### config.mk
export PLATFORM = sky130hd
export DESIGN_NAME = uart_word_rx
export DESIGN_NICKNAME = d
export VERILOG_FILES = /design/src/rtl/uart_word_rx.sv
export SDC_FILE = /design/constraint.sdc
export NUM_CORES = 1
export LEC_CHECK = 0
export ABC_AREA = 0
export CAP_MARGIN = 0
export CORE_MARGIN = 2
export CORE_UTILIZATION = 50
export CTS_CLUSTER_DIAMETER = 200
export CTS_CLUSTER_SIZE = 20
export DETAILED_ROUTE_END_ITERATION = 6
export PLACE_DENSITY_LB_ADDON = 0.3
export REMOVE_ABC_BUFFERS = 1
export SETUP_SLACK_MARGIN = 0.02
export SKIP_LAST_GASP = 1
export SLEW_MARGIN = 0
export SYNTH_ARGS = -nofsm -noshare
export SYNTH_HDL_FRONTEND = slang
export SYNTH_SLANG_ARGS = --single-unit
export TNS_END_PERCENT = 1
### constraint.sdc
create_clock -name clk -period 3.37 [get_ports clk]
set_clock_uncertainty 0.05 [all_clocks]
set_input_delay 0.674 -clock clk [delete_from_list [all_inputs] [get_ports clk]]
set_output_delay 0.674 -clock clk [all_outputs]
set_load 0.01 [all_outputs]
### src/rtl/uart_word_rx.sv
// UART receiver that packs NUM_WORDS consecutive frames (first frame = LSBs) into one W_OUT-bit word.
// Optional macro UART_WORD_RX_FRAME_ERR_EN adds stop-bit checking and the m_frame_err pulse.
module uart_word_rx #(
    parameter int CLOCKS_PER_PULSE = 16,
    parameter int BITS_PER_WORD    = 8,
    parameter int W_OUT            = 16
) (
    input  logic             clk,
    input  logic             rstn,
    input  logic             rx,
    output logic             m_valid,
    output logic [W_OUT-1:0] m_data
`ifdef UART_WORD_RX_FRAME_ERR_EN
    ,
    output logic             m_frame_err
`endif
);

    localparam int NUM_WORDS = W_OUT / BITS_PER_WORD;
    localparam int CNT_W     = $clog2(CLOCKS_PER_PULSE);
    localparam int BIT_W     = (BITS_PER_WORD > 1) ? $clog2(BITS_PER_WORD) : 1;
    localparam int IDX_W     = (NUM_WORDS > 1) ? $clog2(NUM_WORDS) : 1;

    localparam logic [CNT_W-1:0] HALF_LAST = CNT_W'(CLOCKS_PER_PULSE / 2 - 1);
    localparam logic [CNT_W-1:0] FULL_LAST = CNT_W'(CLOCKS_PER_PULSE - 1);
    localparam logic [BIT_W-1:0] BIT_LAST  = BIT_W'(BITS_PER_WORD - 1);
    localparam logic [IDX_W-1:0] IDX_LAST  = IDX_W'(NUM_WORDS - 1);

    typedef enum logic [1:0] {IDLE, START, DATA, STOP} state_t;

    state_t                   state_q, state_d;
    logic                     rx_meta_q, rx_s_q;
    logic [CNT_W-1:0]         cnt_q, cnt_d;
    logic [BIT_W-1:0]         bit_q, bit_d;
    logic [IDX_W-1:0]         idx_q, idx_d;
    logic [BITS_PER_WORD-1:0] frame_q, frame_d;
    logic [W_OUT-1:0]         word_q, word_d;
    logic [W_OUT-1:0]         data_q, data_d;
    logic                     valid_q, valid_d;
    logic                     accept;
`ifdef UART_WORD_RX_FRAME_ERR_EN
    logic                     err_q, err_d;
    logic                     wait_q, wait_d;
`endif

    always_ff @(posedge clk) begin
        // NOTE: state registers use non-blocking assignments so every flop samples pre-edge values;
        // reset is synchronous and clears the word buffers too, so no partial word survives it.
        if (rstn) begin
            state_q   <= IDLE;
            rx_meta_q <= 1'b1;
            rx_s_q    <= 1'b1;
            cnt_q     <= '0;
            bit_q     <= '0;
            idx_q     <= '0;
            frame_q   <= '0;
            word_q    <= '0;
            data_q    <= '0;
            valid_q   <= 1'b0;
`ifdef UART_WORD_RX_FRAME_ERR_EN
            err_q     <= 1'b0;
            wait_q    <= 1'b0;
`endif
        end else begin
            state_q   <= state_d;
            rx_meta_q <= rx;
            rx_s_q    <= rx_meta_q;
            cnt_q     <= cnt_d;
            bit_q     <= bit_d;
            idx_q     <= idx_d;
            frame_q   <= frame_d;
            word_q    <= word_d;
            data_q    <= data_d;
            valid_q   <= valid_d;
`ifdef UART_WORD_RX_FRAME_ERR_EN
            err_q     <= err_d;
            wait_q    <= wait_d;
`endif
        end
    end

    always_comb begin
        // NOTE: every next-state signal gets a default first, so no path can infer a latch.
        state_d = state_q;
        cnt_d   = cnt_q;
        bit_d   = bit_q;
        idx_d   = idx_q;
        frame_d = frame_q;
        word_d  = word_q;
        data_d  = data_q;
        valid_d = 1'b0;
        accept  = 1'b0;
`ifdef UART_WORD_RX_FRAME_ERR_EN
        err_d   = 1'b0;
        wait_d  = wait_q;
`endif

        case (state_q)
            IDLE: begin
                cnt_d = '0;
                bit_d = '0;
`ifdef UART_WORD_RX_FRAME_ERR_EN
                if (wait_q) begin
                    if (rx_s_q) wait_d = 1'b0;
                end else
`endif
                if (!rx_s_q) state_d = START;
            end
            START: begin
                if (cnt_q == HALF_LAST) begin
                    cnt_d   = '0;
                    state_d = rx_s_q ? IDLE : DATA;
                end else begin
                    cnt_d = cnt_q + 1'b1;
                end
            end
            DATA: begin
                if (cnt_q == FULL_LAST) begin
                    cnt_d   = '0;
                    frame_d = frame_q >> 1;
                    frame_d[BITS_PER_WORD-1] = rx_s_q;
                    if (bit_q == BIT_LAST) state_d = STOP;
                    else                   bit_d   = bit_q + 1'b1;
                end else begin
                    cnt_d = cnt_q + 1'b1;
                end
            end
            STOP: begin
                if (cnt_q == FULL_LAST) begin
                    cnt_d   = '0;
                    state_d = IDLE;
`ifdef UART_WORD_RX_FRAME_ERR_EN
                    if (!rx_s_q) begin
                        err_d  = 1'b1;
                        wait_d = 1'b1;
                        idx_d  = '0;
                    end else
`endif
                    accept = 1'b1;
                end else begin
                    cnt_d = cnt_q + 1'b1;
                end
            end
            default: state_d = IDLE;
        endcase

        // Accepted frames go to a private buffer; m_data only changes once the word is whole.
        if (accept) begin
            for (int k = 0; k < NUM_WORDS; k++) begin
                if (idx_q == IDX_W'(k)) word_d[k*BITS_PER_WORD +: BITS_PER_WORD] = frame_q;
            end
            if (idx_q == IDX_LAST) begin
                data_d  = word_d;
                valid_d = 1'b1;
                idx_d   = '0;
            end else begin
                idx_d = idx_q + 1'b1;
            end
        end
    end

    assign m_valid = valid_q;
    assign m_data  = data_q;
`ifdef UART_WORD_RX_FRAME_ERR_EN
    assign m_frame_err = err_q;
`endif

endmodule

# == Word level (Yosys, flattened, before mapping) ==
# Index checks and enable logic that the tools add are counted.
# totals
register_bits,53
inputBits,3
output_inout_bits,17
wordCells,53
# op_classes
mux,19
reduce_logical,8
add_sub_neg,3
n_bitwise,1
n_eq_ne,12
# ops
op,count
$mux W8,2
$mux W2,6
$ne A2 B2 Y1 const B,6
$pmux W4 S3,1
$mux W4,2
$pmux W2 S4,1
$mux W3,2
$pmux W3 S2,1
$reduce_and A5 Y1,1
$add A4 B1 Y4 const B,1
$eq A2 B2 Y1 const B,2
$eq A4 B3 Y1 const B,1
$eq A4 B4 Y1 const B,1
$mux W1,4
$reduce_and A2 Y1,2
$reduce_or A2 Y1,2
$add A3 B1 Y3 const B,1
$eq A3 B3 Y1 const B,1
$reduce_and A3 Y1,1
$eq A2 B1 Y1 const B,1
$logic_not A2 Y1,1
$reduce_bool A2 Y1,1
$add A1 B1 Y1 const B,1
$not A1 Y1,1

# == Logic depth before layout (Yosys ltp) ==
# Gate-level depths: netlist (run 1).
# logic_depth
depth_word,5
mapped_depth,6

# == Least setup slack after synthesis (run 1) ==
# Ideal clock, no wire load.
# synth_path
path_kind,input to register
from,in rstn
to,reg rx_meta_q
stages,3
setup_ns,0.123
path_buffers,2
path_slack_ns,1.948
arrival_time_ns,1.248
cell_sequence,buf_2 -> buf_2 -> or2_2
# synth_rtl
item,line_no,rtl
from (decl),9,"input logic rstn,"
to (signal assigned),66,rx_meta_q <= rx;
to (decl),32,"logic rx_meta_q, rx_s_q;"
# No word-level cell between the ends.

==> results of run 1 <==
## metrics by stage
| step | setup WS [ns] | hold WS [ns] | std cells | utilization [%] | area [sq um] |
|---|---|---|---|---|---|
| after floorplan | 1.32 | 0.339 | 196 | - | 1850 |
| after global routing | 1.22 | 0.410 | 272 | 59.1 | 2200 |
| after global placement | 1.29 | 0.342 | 265 | 56.8 | 2110 |
| after detailed placement | 1.26 | 0.343 | 265 | 56.8 | 2110 |
| final | 1.42 | 0.371 | 272 | 59.1 | 2200 |
| after CTS | 1.42 | 0.375 | 272 | 59.1 | 2200 |
## power groups by stage
stage	Sequential, mW	Combinational (mW)	Clock [mW]
2_1_floorplan	0.548	0.00858	0
3_3_place_gp	0.549	0.0198	0
3_5_place_dp	0.549	0.0202	0
4_1_cts	0.536	0.0202	0.341
5_1_grt	0.537	0.0224	0.358
6_report	0.537	0.0201	0.331
## worst max-delay path by stage
stage / startpoint / to / depth (start not counted)
after floorplan: cnt_q[0]$_SDFF_PP0_ / m_data[0]$_SDFFE_PP0P_ / 4
after global placement: rstn / cnt_q[3]$_SDFF_PP0_ / 5
after detailed placement: rstn / cnt_q[3]$_SDFF_PP0_ / 5
after CTS: register / m_data[3]$_SDFFE_PP0P_ / 3
after global routing: register / m_data[7]$_SDFFE_PP0P_ / 3
final: register / m_data[1]$_SDFFE_PP0P_ / 3
## per-layer routing
layer  vias to the layer above  wire length, microns  track usage [%]
met3                         8                   150             4.05
li1                        770                     -                -
met1                       632                  1780             24.6
met2                        34                  1430             25.1
met5                         -                     0                0
met4                         0                    76             9.18
## logic make-up after synthesis
group,count (synthesis)
mux,8
flops,45
xor+xnor,3
simple gates,90
buf+inv,23
fa+ha+maj,3
compound gates,45
## cell type report
cell class	instances	area (sq um)
fill	325	1520
multi-input combinational	149	937
sequential	45	901
timing repair buffer	21	205
tap	48	60.1
clock buffer	7	86.3
inverter	2	7.51
## sequential cells by signal (all words and copies together) (netlist names), named ones only
name	count
m_data	16
frame_q	8
word_q	8
cnt_q	4
bit_q	3
idx_q	1
m_valid	1
rx_meta_q	1
rx_s_q	1
state_q	1
## layout by cell type (no fill, tap or decap), types with 2 or more instances in the layout
cell and count:
clkdlybuf4s50_1 19, nand3_1 12, nor3b_1 2, nor2_1 8, dfxtp_1 45, mux2i_1 8, or2_2 2, clkbuf_8 6
nand3_2 2, nand4_1 18, nor3_1 2, xor2_1 2, nand2b_1 25, nand2_1 4, nor2b_1 10, a21oi_1 10
buf_4 2, ha_1 3, o21ai_0 26
==> out/metrics.yaml, run 1 <==
drv_cap: 0
wl_per_cell_microns: 12.6
clk_latency_ns: 0.30
synth_mux_area_share_pct: 4.07
leakagePower_nw: 0.786
ys_types: 37
min_to: "rx_s_q$_SDFF_PP1_"
antenna_found_initial: 0
status: "completed"
io_buffer_count: 19
fp.dieH_microns: 66.7
pwr-share-comb_pct: 2.3
synthXorXnorAreaFrac_pct: 1.34
cp_top_family: "simple AND/OR/NAND/NOR gates"
synth_edf_count: 0
grt_pass1_wl_mm: 5.90
reg2reg_depth: 3
syn-cell-area_sq_um: 1970
worst_pin_slew_ns: 0.586
async_reset_ff_share_pct: 0
start_util_pct: 52.9
cts_made_buffers: 5
core_region_area_sq_um: 3720
drt_first_pass_iters: 4
ys_seq_elements: 45
grt_overflow: 0
grt_usage_pct: 17.6
reg2reg_slack_ns: 1.42
finalCritPeriodShare_pct: 57.9
swShare_pct: 20.6
synthesis.instances: 217
ctsHoldBuffers: 0
hpwl_mm: 2.19
max-vdd-ir-drop_v: 0.000275
num_rows: 22
crit_chain: "and2_1, nand3_2, mux2i_1"
crit_required_ns: 3.50
hold_viol_final: 0
slew_headroom_pct: 60.9
n_antenna_cell: 0
slew_violations: 0
num_vias: 1444
drc: 0
routabilityCongestion: 0.759
final-setup-viol-count: 0
cts_max_level: 2
worstSetupPathType: "reg2reg"
io_pins: 20
reg2reg_to: "m_data[1]$_SDFFE_PP0P_"
worstPathArrival_ns: 2.08
synth-simple-area-share_pct: 27.5
via_per_inst: 5.31
synthTopCellsByArea: "dfxtp_1 (46%), nand2b_1 (8.0%), o21ai_0 (6.6%)"
path_max_fanout: 18
yosysTopAreaCellShare_pct: 45.8
worstSetupEndpointType: "register"
clk_pin_slew_ns: 0.08
cts-resized-gates: 0
fp.dieArea_sq_um: 4450
cts_root_buffer: "clkbuf_8"
grt_max_degree: 56
synth_fa_ha_area_share_pct: 1.91
power_switching_mw: 0.183
synth_top_family_by_area: "simple AND/OR/NAND/NOR gates"
critPathMaxStageDelay_ns: 0.64
drt_iter0_drc: 67
cts_tree: "done"
synth_compound_area_share_pct: 12.8
whs_path_depth: 1
synth_common_cells: "dfxtp_1 (45), o21ai_0 (26), nand2b_1 (25)"
area_growth_pct: 11.7
synth_most_common_cell: "dfxtp_1"
ys_seq_area_share_pct: 45.8
yosysTopAreaCell: "dfxtp_1"
routed_wl_mm: 3.43
ant_nets: 0
cpMaxStageDelayCell: "dfxtp_1"
fp.dieW_microns: 66.7
min_path_type: "reg2reg"
pwr-share-seq_pct: 60.4
post_cts_buffers: 0
fmax_mhz: 513
rsz0062_at_grt: "false"
pwr-share-clk_pct: 37.3
min-delay-start: "rx_meta_q$_SDFF_PP1_"
grt_pass1_vias: 1283
power.density_nw_per_um2: 404
crit_path_start_kind: "register"
nets: 230
yosys_warnings: 0
clock_path_buffers: 2
min_period_ns: 1.95
internal-power_mw: 0.705
drive_gt1_share_pct: 6.70
avgSynthCellArea_sq_um: 9.06
design_power_total_mw: 0.888
cts.sinks: 45
setup_tns_ns: 0
worst-path-buf-inv: 0
synth_flop_cell: "dfxtp_1"
Note: power is estimated with default switching activity, not from simulation.
==> inputs of run 2 (changes only) <==
==> constraint.sdc (replaced) <==
create_clock -name clk -period 2 [get_ports clk]
set_clock_uncertainty 0.05 [all_clocks]
set_input_delay 0.4 -clock clk [delete_from_list [all_inputs] [get_ports clk]]
set_output_delay 0.4 -clock clk [all_outputs]
set_load 0.01 [all_outputs]
==> run 2 against run 1 <==
Effect of this change:
- critical path type unchanged
- sequential power is 68% higher
- sequential cell count is the same
- maximum frequency increased by 14%
- via count up 4.8%
- cell count rose by 1.8%
- design area grew 4.1%
- worst setup slack lost 1.1 ns
- global-route usage rose by 0.63 points
==> out/metrics.yaml, run 2 (synthesis results as in run 1) <==
grt_max_degree: 56  # unchanged
crit_path_start_kind: "register"
io_buffer_count: 19  # unchanged
core_region_area_sq_um: 3720  # unchanged
fmax_mhz: 585  # +14%
cts_tree: "done"
fp.dieH_microns: 66.7  # unchanged
nets: 234  # +1.7%
cts_root_buffer: "clkbuf_8"
grt_pass1_wl_mm: 6.23  # +5.6%
power_switching_mw: 0.327  # +79%
rsz0062_at_grt: "false"
finalCritPeriodShare_pct: 85.4  # +28 points
crit_required_ns: 2.12  # -1.38 ns
area_growth_pct: 16.3
hold_slack_ns: 0.372  # +0.000575 ns
cts.sinks: 45  # unchanged
final_common_cell: "dfxtp_1"
ctsHoldBuffers: 0  # unchanged
status: "completed"
dp_cells: 269  # +1.5%
cts-resized-gates: 0  # unchanged
stdcell_area_sq_um: 2290  # +4.1%
setup_tns_ns: 0  # unchanged
drv_cap: 0  # unchanged
max-vdd-ir-drop_v: 0.000548  # +99%
worstSetupPathType: "reg2reg"
worstSetupEndpointType: "register"
routed_wl_mm: 3.63  # +5.9%
endpoint: "word_q[4]$_SDFFE_PP0P_"
hold_viol_final: 0  # unchanged
pwr-share-clk_pct: 45.8  # +8.5 points
worstPathArrival_ns: 1.83  # -0.25 ns
cts_max_level: 2  # unchanged
layout_common_cells: "dfxtp_1 (45), o21ai_0 (26), nand2b_1 (25)"
grt_pass1_vias: 1342  # +4.6%
cts_made_buffers: 5  # unchanged
drive_gt1_share_pct: 9.17  # +2.5 points
cpMaxStageDelayCell: "nor3_2"
clk_latency_ns: 0.30  # about the same
crit_chain: "ha_1, nand3_2, nor3_2, o21ai_0"
r2r_start: "cnt_q[0]$_SDFF_PP0_"
drc: 0  # unchanged
io_pins: 20  # unchanged
largest_reg_flops: 16  # unchanged
reg2reg_depth: 4  # +1
slew_violations: 0  # unchanged
wl_per_cell_microns: 13.1  # +4.0%
leakagePower_nw: 0.836  # +6.4%
fp.dieArea_sq_um: 4450  # unchanged
start_util_pct: 52.9  # unchanged
grt_overflow: 0  # unchanged
drt_iter0_drc: 84  # +25%
final-setup-viol-count: 0  # unchanged
path_max_fanout: 13  # -5
reg2reg_to: "word_q[4]$_SDFFE_PP0P_"
clock_path_buffers: 2  # unchanged
pwr-share-seq_pct: 51.8  # -8.6 points
slew_headroom_pct: 65.6  # +4.7 points
internal-power_mw: 1.41  # +100%
worst_pin_slew_ns: 0.515  # -0.0715 ns
min_path_type: "reg2reg"
min_period_ns: 1.71  # -0.242 ns
crit_start: "cnt_q[0]$_SDFF_PP0_"
clk_pin_slew_ns: 0.08  # about the same
num_vias: 1514  # +4.8%
power.density_nw_per_um2: 761  # +88%
num_rows: 22  # unchanged
n_antenna_cell: 0  # unchanged
via_per_inst: 5.47  # +3.0%
hpwl_mm: 2.42  # +10%
pwr-share-comb_pct: 2.4  # about the same
routabilityCongestion: 0.755  # -0.57%
reg2reg_slack_ns: 0.29  # -1.13 ns
ant_nets: 0  # unchanged
final_cell_count_no_fill: 277  # +1.8%
drt_first_pass_iters: 4  # unchanged
place_area_sq_um: 2150  # +2.0%
grt_usage_pct: 18.2  # +0.63 points
swShare_pct: 18.8  # -1.8 points
post_cts_buffers: 0  # unchanged
critPathMaxStageDelay_ns: 0.42  # -0.22 ns
fp.dieW_microns: 66.7  # unchanged
antenna_found_initial: 0  # unchanged
==> run 2: worst min path at each step <==
stage	start	slack, ns	endpoint	cells after the start
after detailed placement	rx_meta_q$_SDFF_PP1_	0.35	rx_s_q$_SDFF_PP1_	1
after floorplan	rx_meta_q$_SDFF_PP1_	0.34	rx_s_q$_SDFF_PP1_	1
after global routing	rx_meta_q$_SDFF_PP1_	0.38	rx_s_q$_SDFF_PP1_	1
after global placement	rx_meta_q$_SDFF_PP1_	0.34	rx_s_q$_SDFF_PP1_	1
final	rx_meta_q$_SDFF_PP1_	0.37	rx_s_q$_SDFF_PP1_	1
after CTS	rx_meta_q$_SDFF_PP1_	0.37	rx_s_q$_SDFF_PP1_	1
==> run 2: final cells by class <==
| cell class | count | area, sq um |
|---|---|---|
| fillers | 323 | 1430 |
| multi-input cells | 149 | 937 |
| flip-flops and latches | 45 | 901 |
| inverters | 2 | 7.51 |
| clock inverters | 3 | 65.1 |
| repair buffers | 25 | 248 |
| clock buffers | 5 | 68.8 |
| well taps | 48 | 60.1 |
==> run 2: critical path, delay by kind of cell (launching register included) <==
| kind | cells | cell delay [ns] |
|---|---|---|
| simple gates | 2 | 0.70 |
| flops | 1 | 0.36 |
| compound gates | 1 | 0.15 |
| fa+ha+maj | 1 | 0.31 |
==> run 2: metal layers <==
metal	part of all wire [%]	GRT usage [%]	routed length [microns]	up-vias
met2	44	27.8	1610	32
met4	1.5	6.89	55	0
met1	51	25.2	1840	693
li1	-	-	-	784
met5	0	0	0	-
met3	3.5	4.05	126	5
==> run 2: per-stage QoR <==
stage,setup WS [ns],utilization [%],power (mW)
CTS,0.269,61.5,1.77
global route,0.100,61.5,1.81
global placement,0.323,57.9,0.964
finish,0.292,61.5,1.74
detailed placement,0.295,57.9,0.964
floorplan,-0.0457,-,0.938
==> run 2: power groups by stage <==
stage / registers, mW / logic [mW] / clock network, mW
floorplan: 0.924 / 0.0145 / 0
global placement: 0.922 / 0.0419 / 0
detailed placement: 0.922 / 0.0423 / 0
CTS: 0.901 / 0.0423 / 0.824
global route: 0.902 / 0.0460 / 0.861
finish: 0.901 / 0.0419 / 0.798
